--- config.mk ---
export PLATFORM = sky130hd
export DESIGN_NAME = bubble_chunk_scheduler
export DESIGN_NICKNAME = d
export VERILOG_FILES = /design/src/rtl/bubble_chunk_scheduler.sv
export SDC_FILE = /design/constraint.sdc
export NUM_CORES = 1
export LEC_CHECK = 0
export ABC_AREA = 1
export CORE_MARGIN = 5
export CORE_UTILIZATION = 52
export DETAILED_ROUTE_END_ITERATION = 8
export GPL_ROUTABILITY_DRIVEN = 0
export PLACE_DENSITY = 0.91
export SYNTH_ARGS = -nofsm -noshare
export SYNTH_HDL_FRONTEND = slang
export SYNTH_SLANG_ARGS = --single-unit
--- constraint.sdc ---
create_clock -name MCLK -period 2.1 [get_ports MCLK]
set_input_delay 0.21 -clock MCLK [delete_from_list [all_inputs] [get_ports MCLK]]
set_output_delay 0.21 -clock MCLK [all_outputs]
set_load 0.01 [all_outputs]
--- src/rtl/bubble_chunk_scheduler.sv ---
// Chunk load sequencer for one bubble drive: fills a two-bank ping-pong
// buffer from the storage loader and steers the bit-output stage's reads.
module bubble_chunk_scheduler #(
    parameter int CHUNK_LOG2  = 6,
    parameter int BOOT_CYCLES = 4106,
    parameter int USER_CYCLES = 584
) (
    input  logic        MCLK,
    input  logic        nRESET,
    input  logic [2:0]  ACCTYPE,
    input  logic [12:0] BOUTCYCLENUM,
    input  logic [11:0] ABSPOS,
    input  logic        LOADACK,
    output logic        LOADREQ,
    output logic        LOADMODE,
    output logic [11:0] LOADPAGE,
    output logic [6:0]  LOADCHUNK,
    output logic        LOADBANK,
    output logic        READBANK,
    output logic        UNDERRUN,
    output logic        BUSY
);

    localparam int CSZ      = 1 << CHUNK_LOG2;
    localparam int BOOT_NCH = (BOOT_CYCLES + CSZ - 1) / CSZ;
    localparam int USER_NCH = (USER_CYCLES + CSZ - 1) / CSZ;

    localparam logic [6:0] BOOT_LAST = 7'(BOOT_NCH - 1);
    localparam logic [6:0] USER_LAST = 7'(USER_NCH - 1);

    localparam logic [1:0] S_OFF    = 2'd0;
    localparam logic [1:0] S_FILL   = 2'd1;
    localparam logic [1:0] S_STREAM = 2'd2;

    logic [1:0]  state_q, state_d;
    logic        mode_q, mode_d;
    logic [11:0] page_q, page_d;
    logic [2:0]  acc_q, acc_d;
    logic        req_q, req_d;
    logic [6:0]  chunk_q, chunk_d;
    logic        bank_q, bank_d;
    logic [1:0]  valid_q, valid_d;
    logic        rbank_q, rbank_d;
    logic        urun_q, urun_d;
    logic [6:0]  prev_q, prev_d;
    logic        pend_q, pend_d;
    logic [6:0]  pchunk_q, pchunk_d;
    logic        pbank_q, pbank_d;

    logic [6:0] cur;
    logic [6:0] last;
    logic [6:0] nxt;
    logic       vcyc;
    logic       chg;
    logic       want;
    logic       acked;
    logic       abort;
    logic       issue_pend;

    // Next-state logic: page latch, fill sequence, streaming chunk turnover.
    always_comb begin
        state_d  = state_q;
        mode_d   = mode_q;
        page_d   = page_q;
        acc_d    = ACCTYPE;
        req_d    = req_q;
        chunk_d  = chunk_q;
        bank_d   = bank_q;
        valid_d  = valid_q;
        rbank_d  = rbank_q;
        urun_d   = urun_q;
        prev_d   = prev_q;
        pend_d   = pend_q;
        pchunk_d = pchunk_q;
        pbank_d  = pbank_q;

        cur   = 7'(BOUTCYCLENUM >> CHUNK_LOG2);
        vcyc  = (BOUTCYCLENUM != 13'h1FFF);
        chg   = vcyc && (cur != prev_q);
        last  = mode_q ? USER_LAST : BOOT_LAST;
        nxt   = (cur >= last) ? 7'd0 : cur + 7'd1;
        want  = !mode_q || (cur < last);
        acked = req_q & LOADACK;
        // 110<->111 switch restarts through OFF, like an abort
        abort = !ACCTYPE[1] || (ACCTYPE[2] && (ACCTYPE[0] != mode_q));
        issue_pend = 1'b0;

        if (ACCTYPE == 3'b100 && acc_q != 3'b100) begin
            page_d = ABSPOS;
        end

        if (vcyc && state_q != S_OFF) begin
            prev_d = cur;
        end

        if (state_q != S_OFF && abort) begin
            state_d = S_OFF;
            req_d   = 1'b0;
            valid_d = 2'b00;
            pend_d  = 1'b0;
        end else begin
            unique case (state_q)
                S_OFF: begin
                    if (ACCTYPE[2] && ACCTYPE[1]) begin
                        state_d = S_FILL;
                        mode_d  = ACCTYPE[0];
                        urun_d  = 1'b0;
                        valid_d = 2'b00;
                        rbank_d = 1'b0;
                        prev_d  = 7'd0;
                        pend_d  = 1'b0;
                    end
                end
                S_FILL: begin
                    // chunk n goes to bank n; valid[0] tells which is next
                    if (acked) begin
                        req_d = 1'b0;
                        valid_d[bank_q] = 1'b1;
                        if (chunk_q[0]) begin
                            state_d = S_STREAM;
                        end
                    end else if (!req_q) begin
                        req_d   = 1'b1;
                        chunk_d = {6'd0, valid_q[0]};
                        bank_d  = valid_q[0];
                    end
                end
                S_STREAM: begin
                    if (acked) begin
                        req_d = 1'b0;
                        valid_d[bank_q] = 1'b1;
                    end
                    if (!req_q && pend_q) begin
                        issue_pend = 1'b1;
                        req_d   = 1'b1;
                        chunk_d = pchunk_q;
                        bank_d  = pbank_q;
                        pend_d  = 1'b0;
                    end
                    if (chg) begin
                        rbank_d = ~rbank_q;
                        if (!valid_d[~rbank_q]) begin
                            urun_d = 1'b1;
                        end
                        valid_d[rbank_q] = 1'b0;
                        if (want) begin
                            if (req_q || issue_pend) begin
                                if (pend_q && !issue_pend) begin
                                    urun_d = 1'b1;
                                end
                                pend_d   = 1'b1;
                                pchunk_d = nxt;
                                pbank_d  = rbank_q;
                            end else begin
                                req_d   = 1'b1;
                                chunk_d = nxt;
                                bank_d  = rbank_q;
                            end
                        end
                    end
                end
                default: begin
                    state_d = S_OFF;
                    req_d   = 1'b0;
                end
            endcase
        end
    end

    // State registers with asynchronous clear.
    always_ff @(posedge MCLK or negedge nRESET) begin
        if (!nRESET) begin
            state_q  <= S_OFF;
            mode_q   <= 1'b0;
            page_q   <= 12'd0;
            acc_q    <= 3'b000;
            req_q    <= 1'b0;
            chunk_q  <= 7'd0;
            bank_q   <= 1'b0;
            valid_q  <= 2'b00;
            rbank_q  <= 1'b0;
            urun_q   <= 1'b0;
            prev_q   <= 7'd0;
            pend_q   <= 1'b0;
            pchunk_q <= 7'd0;
            pbank_q  <= 1'b0;
        end else begin
            state_q  <= state_d;
            mode_q   <= mode_d;
            page_q   <= page_d;
            acc_q    <= acc_d;
            req_q    <= req_d;
            chunk_q  <= chunk_d;
            bank_q   <= bank_d;
            valid_q  <= valid_d;
            rbank_q  <= rbank_d;
            urun_q   <= urun_d;
            prev_q   <= prev_d;
            pend_q   <= pend_d;
            pchunk_q <= pchunk_d;
            pbank_q  <= pbank_d;
        end
    end

    assign LOADREQ   = req_q;
    assign LOADMODE  = mode_q;
    assign LOADPAGE  = page_q;
    assign LOADCHUNK = chunk_q;
    assign LOADBANK  = bank_q;
    assign READBANK  = rbank_q;
    assign UNDERRUN  = urun_q;
    assign BUSY      = (state_q != S_OFF);

endmodule

; After elaboration in Yosys (flattened, before gate mapping)
; Index checks and enable logic that the tools add are counted.
[classes]
bitwise = 6
eq_ne = 16
n_lt_le_gt_ge = 7
reduce_logical = 30
n_mux = 64
add_sub_neg = 1
[ops]
columns = operator, n
row1 = $mux W7, 12
row2 = $mux W1, 32
row3 = $mux W2, 10
row4 = $pmux W7 S2, 1
row5 = $ne A13 B13 Y1 const B, 1
row6 = $ne A2 B2 Y1 const B, 6
row7 = $ne A3 B3 Y1 const B, 4
row8 = $pmux W2 S3, 2
row9 = $reduce_and A4 Y1, 3
row10 = $logic_and A1 B1 Y1, 10
row11 = $pmux W1 S2, 4
row12 = $add A7 B1 Y7 const B, 1
row13 = $ge A7 B7 Y1, 1
row14 = $lt A7 B7 Y1, 1
row15 = $ne A7 B7 Y1, 1
row16 = $lt A1 B2 Y1 const B, 3
row17 = $reduce_bool A2 Y1, 3
row18 = $reduce_and A5 Y1, 1
row19 = $logic_not A1 Y1, 4
row20 = $reduce_and A2 Y1, 2
row21 = $reduce_bool A4 Y1, 1
row22 = $eq A3 B3 Y1 const B, 1
row23 = $logic_or A1 B1 Y1, 3
row24 = $pmux W1 S3, 1
row25 = 13 further kinds, 16
[totals]
elab_cells = 138
output_inout_bits = 25
register_bits = 47

; Logic depth before layout (Yosys ltp)
; Gate-level depths: netlist of run 1.
[depth]
depth_word = 16
depth_mapped = 13
depth_no_buf = 13

; Least setup slack after synthesis of run 1
; Ideal clock, no wire load.
[synth_timing]
path_type = register to register
start = reg mode_q (netlist: LOADMODE)
end = reg chunk_q[2] (netlist: LOADCHUNK[2])
setup_ns = 0.123
arrival_ns = 1.751
synth_period_minus_slack_ns = 1.874
stages_incl_launch_ff = 12
slack_ns = 0.226
required_ns = 1.977
path_buffers = 0
cell_sequence = dfrtp_1 > ha_1 > nand2_1 > nand2_1 > nor2_8 > nand2_4 > nand2_4 > nand4_4 > inv_4 > nand2_1 > nand3_1 > o21ai_1
[synth_via]
elab_chain_cells = 7
elab_cells_between_ends = 16
cone_classes = order compare: 2 / eq/ne: 1 / mux: 6 / bitwise: 1 / reduce/logical: 6
[synth_rtl]
columns = element, line
row1 = from (decl), 36  ; logic mode_q, mode_d;
row2 = from (signal assigned), 189  ; mode_q <= mode_d;
row3 = $mux W7, 80  ; last = mode_q ? USER_LAST : BOOT_LAST;
row4 = $ge A7 B7 Y1, 81  ; nxt = (cur >= last) ? 7'd0 : cur + 7'd1;
row5 = $mux W7, 81
row6 = $mux W7, 147  ; if (req_q || issue_pend) begin
row7 = $mux W7, 146  ; if (want) begin
row8 = $mux W7, 140  ; if (chg) begin
row9 = $pmux W7 S2, 102  ; unique case (state_q)
row10 = to (signal assigned), 193  ; chunk_q <= chunk_d;
row11 = to (decl), 40  ; logic [6:0] chunk_q, chunk_d;
; Several ways; a longest one is shown, not always the timed one.
; A chain may end at the register's enable or synchronous reset.

; Worst setup path in the final report of run 1
[layout_timing]
start = reg state_q[1]
end = out BUSY
[layout_via]
elab_chain_cells = 1
[layout_rtl]
columns = element, line
row1 = from (decl), 35  ; logic [1:0] state_q, state_d;
row2 = from (signal assigned), 188  ; state_q <= state_d;
row3 = $reduce_bool A2 Y1, 212  ; assign BUSY = (state_q != S_OFF);
row4 = to (decl), 21  ; output logic BUSY
; No other way between the ends.

==> results.md, run 1 <==
Worst setup path:
- On the critical path, the stage with the largest delay is an instance of sky130_fd_sc_hd__clkdlybuf4s50_1.
- The worst setup path is captured at an output port.
- STA puts the critical path data required time at about 1.9 ns.
- STA classifies the critical path startpoint as a flip-flop.
- STA puts the critical path data arrival time at between 1.5 and 2 ns.
- The signal on the critical path passes through inv_1, ha_1, inv_2, clkdlybuf4s50_1.
- For this run, the slowest stage of the critical path takes 0.58 ns.
- The largest driver fanout on the critical path is 7.
- The critical path in this run is classified as flip-flop to output port.

Logic synthesis:
- The post-synthesis net count is just under 400.
- The sequential fraction of the synthesis area is around 40%.
- The warning count from the yosys run is 0.
- Synthesis produced 357 cells.
- The average instance in the mapped netlist occupies roughly 8 µm².
- The combined area of all synthesized cells is 0.00287 mm².
- The share of async-settable or async-resettable flops after synthesis is between 90% and 100%.
- After synthesis, the netlist uses 35 different library cells.
- The number of enable flip-flop cells after synthesis is 0.
- The flip-flop cell with the highest count after synthesis is sky130_fd_sc_hd__dfrtp_1.
- In this run, synthesis produced a sequential element count of 47.

Die:
- The die area is a little over 0.007 mm².
- The initial utilization of the core area, before any placement, comes to 52.8%.
- The die is 84.3 µm tall.
- After floorplanning, the core was divided into 27 placement rows.
- From left edge to right edge, the die measures about 84 µm.
- The area inside the core boundary is 0.00544 mm².
- The I/O pin count is 56.

Placement:
- The half-perimeter wire length of the detailed placement result is approximately 5.3 mm.
- OpenSTA, run right after detailed placement, puts the worst setup slack at -0.122 ns.
- The total placed instance area is roughly 0.0036 mm².
- The number of buffers inserted by port buffering is 55.

Timing:
- Across all hold checks on the routed design, the worst slack comes to between 0.4 and 0.5 ns.
- The actual transition at the worst max-transition pin is about 0.44 ns.
- Derived from the worst setup path, the maximum achievable clock frequency is between 500 and 600 MHz.
- The count of final hold-check violations is 0.
- Across all setup checks in the final design, the least slack found is ~0.12 ns.
- The number of pins with negative max-slew slack in the final report is 0.
- The sum of negative setup slack is 0 ns.
- Measured against its own limit, the worst slew margin works out to a little over two thirds.
- Dividing the final minimum period by the clock period gives between 90% and 100%.
- The post-layout minimum cycle time is around 2.0 ns.
- Setup repair after global routing left no endpoint under its margin.
- Setup violations remaining at the end of the flow were counted as 0.
- Across the routed clock network, the largest skew measured is around 0.0038 ns.

CTS:
- The buffer cell driving the clock tree root is sky130_fd_sc_hd__clkbuf_8.
- The clock drives 47 sinks.
- The clock transition at the register clock pins on the worst setup and hold paths after CTS is about 0.080 ns.
- The deepest level of the CTS H-tree is 2.
- The clock tree from TritonCTS is built.
- Buffers added to address setup during post-CTS repair amount to 0.
- The insertion delay to the later sink of the worst-skew pair is approximately 0.30 ns.
- The number of clock buffers added by TritonCTS is 5.
- The clock passes through at most 2 buffers.

Power:
- The proportion of total power due to net switching is between 40% and 50%.
- The internal power summed over all cells is roughly 0.0025 W.
- The share of total power dissipated in sequential elements is around a third.
- The share of total power in combinational logic is 52.8%.
- The net switching power of the design is between 0.0015 and 0.002 W.
- The analysis attributes to cell leakage a power of about 1.8 nW.
- The part of the power in the clock network is between 10% and 20%.
- The peak supply drop is about 0.61 mV.
- Dividing total power by cell area gives a power density of 1160 mW/mm².

Drt:
- For this block, the initial DRC count from the detailed router was between 200 and 250.
- In this run the remaining antenna-violating nets after routing total 0.
- For this block, the via count after detailed routing is around 2600.
- The routed design has between 7 and 8 mm of wire.
- After detailed routing, the average wire length per cell comes to 14.0 µm.
- The post-route DRC violation count is 0.
- The ratio of routed vias to standard cells is around 5.2.
- The number of detailed-route iterations in the first pass is 4.

GRT:
- The total global routing overflow is 0.
- In the global route stage, met2 resource usage came out at roughly a third.
- The via count of the first global-routing pass came to between 2000 and 3000.
- The maximum number of pins on one net before global-route repair is 48.
- The global-route met1 utilization is 25.0%.
- For this run, the total global-route usage over all layers was measured as a little over 20%.
- The first global-routing pass estimated around 12 mm of wire.
- Global routing used 4.71% of the available met3 tracks.
- The initial antenna violation count is 0.
- met2 is the most crowded layer.

Worst hold path:
- The path class of the tightest hold or removal check is input pin to async pin.

Layout:
- The number of inserted diodes is 0.
- The utilization after layout is just under 70%.
- The final instance area is around 0.0037 mm².
- The area overhead of the layout relative to synthesis is 28.8%.
- The total of fill cells in the finished design is 393.
- The post-route netlist has between 10% and 20% of its cells at a drive strength greater than 1.
- The final layout contains between 400 and 500 nets.

Run:
- The max-cap check violation count is 0.

Status:
- The run finished with clean final reports.
metrics by stage:
stage / std cells / power (W)
floorplan: 357 / 0.00281
global placement: 493 / 0.00351
detailed placement: 493 / 0.00360
CTS: 501 / 0.00427
global route: 501 / 0.00464
finish: 501 / 0.00428
worst max-delay path, delay by kind of cell, from the launching register on:
kind / cells / cell delay, ns
adder cells (fa/ha/maj): 1 / 0.23
flip-flops: 1 / 0.39
buffers and inverters: 3 / 0.86
Yosys cell counts (2+ instances only):
| cell | instances | area [µm²] |
|---|---|---|
| sky130_fd_sc_hd__nand3_1 | 25 | 125 |
| sky130_fd_sc_hd__o211ai_1 | 3 | 22.5 |
| sky130_fd_sc_hd__o21ai_0 | 22 | 110 |
| sky130_fd_sc_hd__nor2_4 | 4 | 45.0 |
| sky130_fd_sc_hd__nor2_1 | 23 | 86.3 |
| sky130_fd_sc_hd__inv_2 | 4 | 15.0 |
| sky130_fd_sc_hd__dfrtp_1 | 47 | 1180 |
| sky130_fd_sc_hd__nor2_2 | 2 | 12.5 |
| sky130_fd_sc_hd__xnor2_1 | 2 | 17.5 |
| sky130_fd_sc_hd__o21ai_1 | 8 | 40.0 |
| sky130_fd_sc_hd__nor3_1 | 2 | 10.0 |
| sky130_fd_sc_hd__nand2_2 | 10 | 62.6 |
| sky130_fd_sc_hd__nand4_1 | 4 | 25.0 |
| sky130_fd_sc_hd__nand2_1 | 99 | 372 |
| sky130_fd_sc_hd__o21ai_2 | 8 | 70.1 |
| sky130_fd_sc_hd__nand4_4 | 2 | 42.5 |
| sky130_fd_sc_hd__mux2_2 | 13 | 146 |
| sky130_fd_sc_hd__nand2_4 | 4 | 45.0 |
| sky130_fd_sc_hd__ha_1 | 9 | 113 |
| sky130_fd_sc_hd__buf_4 | 2 | 15.0 |
| sky130_fd_sc_hd__a21oi_1 | 10 | 50.1 |
| sky130_fd_sc_hd__inv_1 | 41 | 154 |
repair_timing:
action / in CTS / in global routing
gates resized for setup: 0 / 1
hold buffers: 1 / 0
endpoints found under the setup margin: 0 / 1
hold endpoints to repair: 47 / 0
power groups by stage:
stage	clock (W)	sequential (W)	combinational, W
floorplan	0	0.00144	0.00137
global placement	0	0.00137	0.00214
detailed placement	0	0.00138	0.00222
CTS	0.000653	0.00137	0.00225
global route	0.000696	0.00141	0.00253
finish	0.000650	0.00137	0.00226
flip-flops by register name, summed over array words and instances (netlist names):
name       flops
LOADBANK       1
LOADCHUNK      7
LOADMODE       1
LOADPAGE      12
LOADREQ        1
READBANK       1
UNDERRUN       1
acc_q          3
pbank_q        1
pchunk_q       7
pend_q         1
prev_q         7
state_q        2
valid_q        2
path summary, 6_finish.rpt:
check | start | end | slack (ns) | cells after the start
max in group asynchronous | nRESET | LOADCHUNK[5]$_DFFE_PN0P_ | 1.46 | 3
max | state_q[1]$_DFFE_PN0P_ | BUSY | 0.12 | 4
min | nRESET | LOADPAGE[6]$_DFFE_PN0P_ | 0.41 | 3
min reg2reg | pchunk_q[3]$_DFFE_PN0P_ | pchunk_q[3]$_DFFE_PN0P_ | 0.50 | 2
min in group MCLK | ACCTYPE[2] | acc_q[2]$_DFF_PN0_ | 0.46 | 1
max reg2reg | LOADMODE$_DFFE_PN0P_ | pchunk_q[2]$_DFFE_PN0P_ | 0.17 | 9
cell families (layout without fill, tap and decap cells):
logic type,count (synthesis),in the layout,share of synthesized area (%)
muxes,13,13,5.10
DFF,47,47,40.9
buffers and inverters,52,124,7.62
AOI/OAI and AO/OA,56,56,11.8
adders and majority gates,9,9,3.92
and+or+nand+nor,177,177,29.7
xor gates and xnor gates,3,3,0.915
final cells by class:
type	count	area, µm²	area share, %
multi-input combinational	258	1480	39.9
sequential	47	1180	31.8
inverter	47	180	4.87
timing repair buffer	70	673	18.2
tap	72	90.1	2.43
clock buffer	6	72.6	1.96
clock inverter	1	30.0	0.812
routing by layer:
metal / vias up / wire, µm
met3: 21 / 450
met4: 0 / 190
li1: 1298 / -
met1: 1200 / 2820
met5: - / 0
met2: 94 / 3560
placed cells by master (no fill, tap or decap), types with 3 or more instances in the layout:
cell | synthesis | layout
sky130_fd_sc_hd__buf_4 | 2 | 13
sky130_fd_sc_hd__nand2_2 | 10 | 10
sky130_fd_sc_hd__o21ai_1 | 8 | 8
sky130_fd_sc_hd__nor2_4 | 4 | 4
sky130_fd_sc_hd__clkdlybuf4s50_1 | 0 | 54
sky130_fd_sc_hd__nand3_1 | 25 | 25
sky130_fd_sc_hd__o21ai_0 | 22 | 22
sky130_fd_sc_hd__inv_2 | 4 | 5
sky130_fd_sc_hd__o211ai_1 | 3 | 3
sky130_fd_sc_hd__ha_1 | 9 | 9
sky130_fd_sc_hd__inv_1 | 41 | 40
sky130_fd_sc_hd__nand2_4 | 4 | 4
sky130_fd_sc_hd__nand2_1 | 99 | 99
sky130_fd_sc_hd__nor2_1 | 23 | 23
sky130_fd_sc_hd__dfrtp_1 | 47 | 47
sky130_fd_sc_hd__clkbuf_8 | 0 | 5
sky130_fd_sc_hd__nand4_1 | 4 | 4
sky130_fd_sc_hd__mux2_2 | 13 | 13
sky130_fd_sc_hd__o21ai_2 | 8 | 8
sky130_fd_sc_hd__a21oi_1 | 10 | 10
(Power assumes the default switching activity.)
==> run 2, diff against run 1 <==
--- a/config.mk
+++ b/config.mk
@@ -6,7 +6,6 @@
 export NUM_CORES = 1
 export LEC_CHECK = 0
 export ABC_AREA = 1
-export CORE_MARGIN = 5
 export CORE_UTILIZATION = 52
 export DETAILED_ROUTE_END_ITERATION = 8
 export GPL_ROUTABILITY_DRIVEN = 0
==> run 2 against run 1 <==
  * Non-clock buffer count rose by 1
  * Design area rose by 0.64%
  * Cell count did not move
  * Sequential power barely moved
  * Largest power group unchanged
  * First-iteration DRC count did not move
  * Via count rose by 0.92%
  * Core utilization rose by 3.5 points
==> results.md, run 2 (synthesis gave the netlist of run 1 again) <==
Status:
- The flow ran to the end, and the final reports show no timing, DRC or antenna violations.

Layout:
- The area growth from synthesis to layout is 29.6%.
- The final instance area was 0.00372 mm² (+0.64%).
- The share of layout cells above drive strength 1 came to 17.9% (+0.62 points).
- The number of nets in the layout is 470 (+0.21%).
- The total of fill cells in the finished design was 403 (+2.5%).
- The commonest non-fill, non-tap cell in the layout is sky130_fd_sc_hd__nand2_1.
- The number of flip-flops in the largest register is 12 (unchanged).
- The library cells used most frequently in the layout, excluding fill and tap cells, are sky130_fd_sc_hd__nand2_1, sky130_fd_sc_hd__clkdlybuf4s50_1, sky130_fd_sc_hd__dfrtp_1, sky130_fd_sc_hd__inv_1, sky130_fd_sc_hd__nand3_1.
- The utilization after layout was 71.5% (+3.5 points).
- The number of inserted diodes is 0 (unchanged).

Placement:
- The total placed instance area is 0.00359 mm² (+0.14%).
- The half-perimeter wire length of the detailed placement result came to 5.37 mm (+1.7%).
- The setup slack after placement is -0.0674 ns (+0.0551 ns).
- The number of buffers inserted by port buffering is 55 (unchanged).

CTS:
- Clock tree synthesis selected as its root buffer the cell sky130_fd_sc_hd__clkbuf_8.
- The insertion delay to the later sink of the worst-skew pair is 0.31 ns (about the same).
- The clock transition at the register clock pins on the worst setup and hold paths after CTS is 0.10 ns (+0.02 ns).
- The number of clock sinks is 47 (unchanged).
- The deepest level of the CTS H-tree is 2 (unchanged).
- The deepest clock path buffer count is 2 (unchanged).
- The buffers inserted during post-CTS setup optimization is 0 (unchanged).
- The number of buffers added by the clock tree synthesis step is 5 (unchanged).
- TritonCTS built the clock tree.

Timing:
- The period utilization is 93.9% (-0.45 points).
- The clock skew is 0.0105 ns (+0.00670 ns).
- The sum of negative setup slack is 0 ns (unchanged).
- The count of final hold-check violations is 0 (unchanged).
- The total setup violations reported at the end of the flow is 0 (unchanged).
- The highest achievable clock rate is 507 MHz (+0.47%).
- The post-layout minimum cycle time is 1.97 ns (-0.00935 ns).
- The worst max-slew margin expressed relative to the limit came to 67.3% (-3.4 points).
- The actual transition at the worst max-transition pin is 0.485 ns (+0.0480 ns).
- The number of pins with negative max-slew slack in the final report is 0 (unchanged).
- Setup repair after global routing left no endpoint under its margin.
- The worst setup margin was 0.129 ns (+0.00935 ns).

Run:
- The max-cap check violation count is 0 (unchanged).

Die:
- The die span in x is 76.3 µm (-9.5%).
- The number of cell rows is 26 (-3.7%).
- The area inside the core boundary was 0.00520 mm² (-4.3%).
- The effective utilization at floorplan is 55.2% (+2.4 points).
- The die area is 0.00583 mm² (-18%).
- The die span in y is 76.3 µm (-9.5%).
- The I/O pin count is 56 (unchanged).

Power:
- The leakage component of the power is 1.83 nW (+0.89%).
- The overall power is 0.00434 W (+1.4%).
- The peak supply drop is 0.655 mV (+7.9%).
- The cell area power density is 1170 mW/mm² (+0.74%).

Drt:
- The ratio of routed vias to standard cells came to 5.26 (+0.92%).
- The count of routing violations after the opening detailed-route iteration is 211 (unchanged).
- The routed length per instance is 13.8 µm (-1.7%).
- The via count came to 2637 (+0.92%).
- The post-route DRC violation count is 0 (unchanged).
- The post-detailed-routing wire length came to 6.91 mm (-1.7%).
- The number of routed nets with antenna violations is 0 (unchanged).
- The number of detailed-route iterations in the first pass is 7 (+3).

Worst setup path:
- The kind of start point of the critical path is a flip-flop.
- STA classifies the critical path endpoint as an output port.
- The endpoint required time on the critical path was 1.89 ns (about the same).
- In this run the critical register-to-register path is launched from LOADMODE$_DFFE_PN0P_.
- The depth of the worst register-to-register path is 9 (unchanged).
- The largest driver fanout on the critical path is 7 (unchanged).
- The most critical setup path has its startpoint at state_q[0]$_DFFE_PN0P_.
- The worst endpoint data arrival time is 1.76 ns (about the same).
- The end of the worst register-to-register path is pchunk_q[0]$_DFFE_PN0P_.
- In this run the worst setup path terminates at BUSY.
- The setup slack of the most critical reg-to-reg path came to 0.14 ns (-0.03 ns).
- By startpoint and endpoint, the worst setup path is classified as flip-flop to output port.

Worst hold path:
- The path class of the lowest-slack min-delay path is input pin to async pin.

GRT:
- The maximum number of pins on one net before global-route repair came to 22 (-54%).
- The initial antenna violation count is 0 (unchanged).
- The via count of the first global-routing pass was 2628 (+1.1%).
- The total global routing overflow came to 0 (unchanged).
- The overall fraction of global-route tracks in use is 25.4% (+4.7 points).
- The first-pass GRT wire length is 11.8 mm (-1.1%).
==> run 2: cell types whose count changed in the layout (fill, tap and decap cells not counted), sizes merged <==
| cell | delta |
|---|---|
| buf | +1 |
| inv | +1 |
==> run 2: per-stage QoR <==
step	std cells	hold WS, ns
4_1_cts	501	0.396
2_1_floorplan	357	-0.0856
3_3_place_gp	492	0.184
5_1_grt	501	0.423
6_report	501	0.383
3_5_place_dp	492	0.187
==> run 2: repair_timing <==
action | CTS | global route
resized for setup | 0 | 1
hold buffers | 1 | 0
endpoints found under the setup margin | 0 | 1
hold endpoints to repair | 19 | 0
==> run 2: critical path, cell delays in order (launching register included) <==
cell	delay [ns]
sky130_fd_sc_hd__dfrtp_1	0.41
sky130_fd_sc_hd__inv_1	0.10
sky130_fd_sc_hd__ha_1	0.23
sky130_fd_sc_hd__inv_2	0.15
sky130_fd_sc_hd__clkdlybuf4s50_1	0.56
==> run 2: power breakdown <==
group	internal [W]	switching, W	total (W)
sequential	0.00119	0.000193	0.00138
clock	0.000392	0.000319	0.000711
combinational	0.000972	0.00128	0.00225
total	0.00255	0.00179	0.00434
==> run 2: how the worst min path moves through the flow <==
| stage | to | from | depth (start not counted) | slack [ns] |
|---|---|---|---|---|
| 5_1_grt | LOADREQ$_DFFE_PN0P_ | nRESET | 2 | 0.42 |
| 3_3_place_gp | LOADREQ$_DFFE_PN0P_ | nRESET | 1 | 0.18 |
| 4_1_cts | LOADREQ$_DFFE_PN0P_ | nRESET | 2 | 0.40 |
| 2_1_floorplan | LOADBANK$_DFFE_PN0P_ | nRESET | 0 | -0.09 |
| 6_report | LOADREQ$_DFFE_PN0P_ | nRESET | 2 | 0.38 |
| 3_5_place_dp | LOADPAGE[2]$_DFFE_PN0P_ | nRESET | 1 | 0.19 |
==> run 2: area by class of cell <==
class	count	area, µm²	area share, %
Inverter	47	180	4.84
Clock buffer	6	82.6	2.22
Multi-Input combinational cell	258	1480	39.7
Clock inverter	2	38.8	1.04
Tap cell	70	87.6	2.35
Timing Repair Buffer	71	681	18.3
Sequential cell	47	1180	31.6
==> run 2: layer usage <==
layer	vias to the layer above	routed length (µm)	track usage (%)
met5	-	0	0
met1	1240	2930	30.7
met3	13	231	3.11
met2	80	3640	46.0
li1	1304	-	-
met4	0	106	9.23
==> run 3, diff against run 2 <==
--- a/config.mk
+++ b/config.mk
@@ -9,6 +9,7 @@
 export CORE_UTILIZATION = 52
 export DETAILED_ROUTE_END_ITERATION = 8
 export GPL_ROUTABILITY_DRIVEN = 0
+export HOLD_SLACK_MARGIN = 0.08
 export PLACE_DENSITY = 0.91
 export SYNTH_ARGS = -nofsm -noshare
 export SYNTH_HDL_FRONTEND = slang
==> results of run 3 <==
Final layout, timing and power as in run 2 (identical DEF).
==> variant 1: new RTL, flow settings as in run 1 <==
The parameter `BOOT_CYCLES` goes from 4106 to 2053.
--- a/src/rtl/bubble_chunk_scheduler.sv
+++ b/src/rtl/bubble_chunk_scheduler.sv
@@ -2,7 +2,7 @@
 // buffer from the storage loader and steers the bit-output stage's reads.
 module bubble_chunk_scheduler #(
     parameter int CHUNK_LOG2  = 6,
-    parameter int BOOT_CYCLES = 4106,
+    parameter int BOOT_CYCLES = 2053,
     parameter int USER_CYCLES = 584
 ) (
     input  logic        MCLK,
Formal check against the unedited RTL: not equivalent (Yosys sat finds a counterexample within 10 cycles, from zero or initial values and one cycle with nRESET low).
==> variant 1 against run 1 <==
Combinational power is 10% lower; cell area fell by 2.0%; critical path depth unchanged; cell count decreased by 1.2%; synthesized area down 2.8%; sequential cell count unchanged; setup slack worse by 0.050 ns; routed wire length decreased by 0.68%; total power down 2.7%; largest cell class unchanged.
==> variant 1: results (changes against run 1) <==
[detailed_routing]
drt_iter0_drc = 191  ; -9.5%
routed_wl_um = 6980  ; -0.68%
drt_pass1_iterations = 4  ; unchanged
routed_via_density = 5.31  ; +1.8%
wire_per_inst_um = 14.1  ; +0.52%

[global_routing]
grt_max_degree = 32  ; -33%
grt_util_all_layers_pct = 20.1  ; -0.51 points
grt_pass1_vias = 2575  ; -0.92%
gr-usage-met2_pct = 36.0  ; +0.86 points
grtUsageMet1_pct = 23.9  ; -1.1 points
grt_pass1_wl_um = 11600  ; -3.5%
grt.met3_usage_pct = 2.97  ; -1.7 points

[clocking]
cts.clk_slew.worst_paths_ns = 0.08  ; about the same
cts_buffers = 5  ; unchanged
clock_latency_ns = 0.30  ; about the same
clk_path_buf_depth = 2  ; unchanged
clk_root_buffer_cell = clkbuf_8

[worst_hold_path]
hp-start = ACCTYPE[1]
holdPathStages = 1
hp-class = in2reg

[cells_and_area]
diodes = 0  ; unchanged
final_nets = 464  ; -1.1%
fillerInstances = 386  ; -1.8%
layout-drive-gt1-share_pct = 16.2  ; -1.0 points

[sta]
fin_skew_ns = 0.00540  ; +0.00164 ns
max_slew_margin_pct = 53.0  ; -18 points
holdWs_ns = 0.439  ; +0.0283 ns

[critical_path]
cp.arrival_ns = 1.82  ; +0.05 ns
cp-endpoint = BUSY
ff2ff_path_depth = 9  ; unchanged
r2r-start = state_q[0]
r2r_setup_slack_ns = 0.19  ; +0.02 ns
end_kind = primary output
reg2reg_to = READBANK

[placement]
placed_area_um2 = 3470  ; -3.3%
dpl.hpwl_um = 5440  ; +3.1%
dp.cells = 485  ; -1.6%

[yosys]
synth_fp_nets = 394  ; -0.76%
synth_warnings = 0  ; unchanged
avgSynthCellArea_um2 = 7.89  ; -2.0%
ys_seq_area_share_pct = 42.1  ; +1.2 points
synthDistinctLibCells = 33  ; -5.7%
synth_common_cells = 98 x nand2_1, 47 x dfrtp_1, 42 x inv_1, 24 x nor2_1
synthTopCellsByArea = dfrtp_1 42%, nand2_1 13%, inv_1 5.6%, mux2_2 4.8%, ha_1 4.0%

[power_and_ir_drop]
ir_worst_vdd_mv = 0.637  ; +5.0%
swShare_pct = 39.8  ; -1.9 points
p_leak_nw = 1.79  ; -1.1%

[run_status]
outcome = complete, no violations

[variant 1: layer usage]
layer	up-vias	share of wire, %	wire, um
li1	1273	-	-
met1	1237	41	2860
met2	98	51	3560
met3	19	5.2	360
met4	0	2.9	205
met5	-	0	0
[variant 1: power by group through the flow]
stage	combinational, mW	clock [mW]	sequential [mW]
detailed placement	1.96	0	1.38
global route	2.24	0.815	1.40
floorplan	1.17	0	1.42
finish	2.03	0.775	1.37
global placement	1.86	0	1.36
CTS	1.99	0.781	1.36
[variant 1: what timing repair did]
action,4_1_cts,5_1_grt
endpoints found under the hold margin,29,0
pin swaps,0,0
hold buffers,1,0
resized for setup,1,2
endpoints found under the setup margin,1,8
buffers inserted,0,1
[variant 1: cell type report]
cell class,count,area (um^2),share of cell area (%)
Multi-Input combinational cell,252,1400,38.5
Timing Repair Buffer,68,646,17.8
Clock buffer,6,72.6,2.00
Sequential cell,47,1180,32.5
Inverter,50,188,5.17
Clock inverter,2,60.1,1.66
Tap cell,70,87.6,2.41
[variant 1: worst max-delay path: stages, from the launching register on]
cell and delay [ns]:
dfrtp_1 0.41, inv_1 0.10, ha_1 0.28, inv_2 0.16, clkdlybuf4s50_1 0.57
[variant 1: kinds of logic after synthesis]
kind of cell             after synthesis  share of synthesized area, %
AO/OA/AOI/OAI                         60                          12.5
XOR/XNOR                               2                         0.627
adder cells (fa/ha/maj)                9                          4.03
buffers and inverters                 55                          8.20
flip-flops                            47                          42.1
multiplexers                          12                          4.84
AND/OR/NAND/NOR                      169                          27.7
[variant 1: stage by stage]
step	utilization (%)	worst slack, ns
floorplan	-	0.217
global placement	67.0	-0.0178
detailed placement	67.0	-0.141
CTS	69.8	0.0481
global route	70.1	0.0259
finish	70.1	0.0690
==> variant 2: new RTL, settings of run 1 <==
Made on the original files. Reset style: synchronous (`nRESET`), changed in one clocked block. Comments in the files are not updated.
--- a/src/rtl/bubble_chunk_scheduler.sv
+++ b/src/rtl/bubble_chunk_scheduler.sv
@@ -168,7 +168,7 @@
     end
 
     // State registers with asynchronous clear.
-    always_ff @(posedge MCLK or negedge nRESET) begin
+    always_ff @(posedge MCLK) begin
         if (!nRESET) begin
             state_q  <= S_OFF;
             mode_q   <= 1'b0;
Check against the original RTL: differs if nRESET is asserted again (counterexample within 4 cycles, from zero or initial values and one cycle with nRESET low); with nRESET held inactive, the same outputs for 10 cycles.
==> variant 2 against run 1 <==
The flow now finishes with violations (DRC); die area shrank 2.8%; sequential cell count is the same; synthesized area shrank 3.1%; cell area shrank 3.0%; routed wire length grew 3.4%; critical path depth is the same; hold slack gained 0.051 ns; setup slack lost 0.014 ns.
Power is not compared: it rests on default switching activity, and its combinational part moved more than twofold at a synthesized area within 25%.
==> variant 2: results (changes against run 1) <==
[run_status]
outcome = complete, but fails checks
violations = DRC

[cells_and_area]
layoutNonFillerInstCount = 560  ; +12%
seq_cells = 47  ; unchanged
seq_share_pct = 26.2  ; -5.6 points
final-clk-cell-share_pct = 3.14  ; +0.37 points
layout-drive-gt1-share_pct = 9.39  ; -7.9 points
final_nets = 528  ; +13%
buf_share_pct = 18.3  ; +0.083 points

[yosys]
synth_compound_area_share_pct = 10.9  ; -0.97 points
synth_xor_area_share_pct = 0.944  ; +0.030 points
synthAdderAreaFrac_pct = 3.60  ; -0.32 points
async_flop_share_pct = 0  ; -100 points
synth_fp_nets = 463  ; +17%

[critical_path]
r2r_setup_slack_ns = 0.26  ; +0.09 ns
r2r-start = state_q[1]

[placement]
dp.cells = 552  ; +12%
dpl.hpwl_um = 5650  ; +7.1%
preCtsSetupSlack_ns = -0.0597  ; +0.0628 ns

[global_routing]
grt_pass1_vias = 2785  ; +7.2%
grt_util_all_layers_pct = 21.0  ; +0.34 points

[detailed_routing]
route.detailed.drc = 2  ; +2
routed_wl_um = 7270  ; +3.4%
routed_via_density = 5.24  ; +0.56%

[clocking]
cts.clk_slew.worst_paths_ns = 0.10  ; +0.02 ns

[worst_hold_path]
hp-class = reg2reg

==> variant 2: metal layers <==
metal	wire [um]	vias up
li1	-	1485
met1	3070	1291
met2	3480	128
met3	489	33
met4	235	0
met5	0	-
==> variant 2: how the worst max path moves through the flow <==
stage / depth (start not counted) / slack (ns) / to / startpoint
CTS: 4 / 0.12 / BUSY / state_q[0]
floorplan: 11 / 0.1 / pbank_q / LOADMODE
finish: 4 / 0.11 / BUSY / state_q[0]
global placement: 12 / -0.01 / pchunk_q[6] / BOUTCYCLENUM[12]
global route: 4 / 0.03 / BUSY / state_q[0]
detailed placement: 12 / -0.06 / pbank_q / BOUTCYCLENUM[12]
==> variant 2: power by group through the flow <==
stage	registers, mW	logic [mW]	clock network (mW)
after global routing	0.966	0.606	0.735
after detailed placement	0.980	0.538	0
final	0.959	0.548	0.690
after CTS	0.960	0.543	0.694
after global placement	0.978	0.522	0
after floorplan	0.992	0.312	0
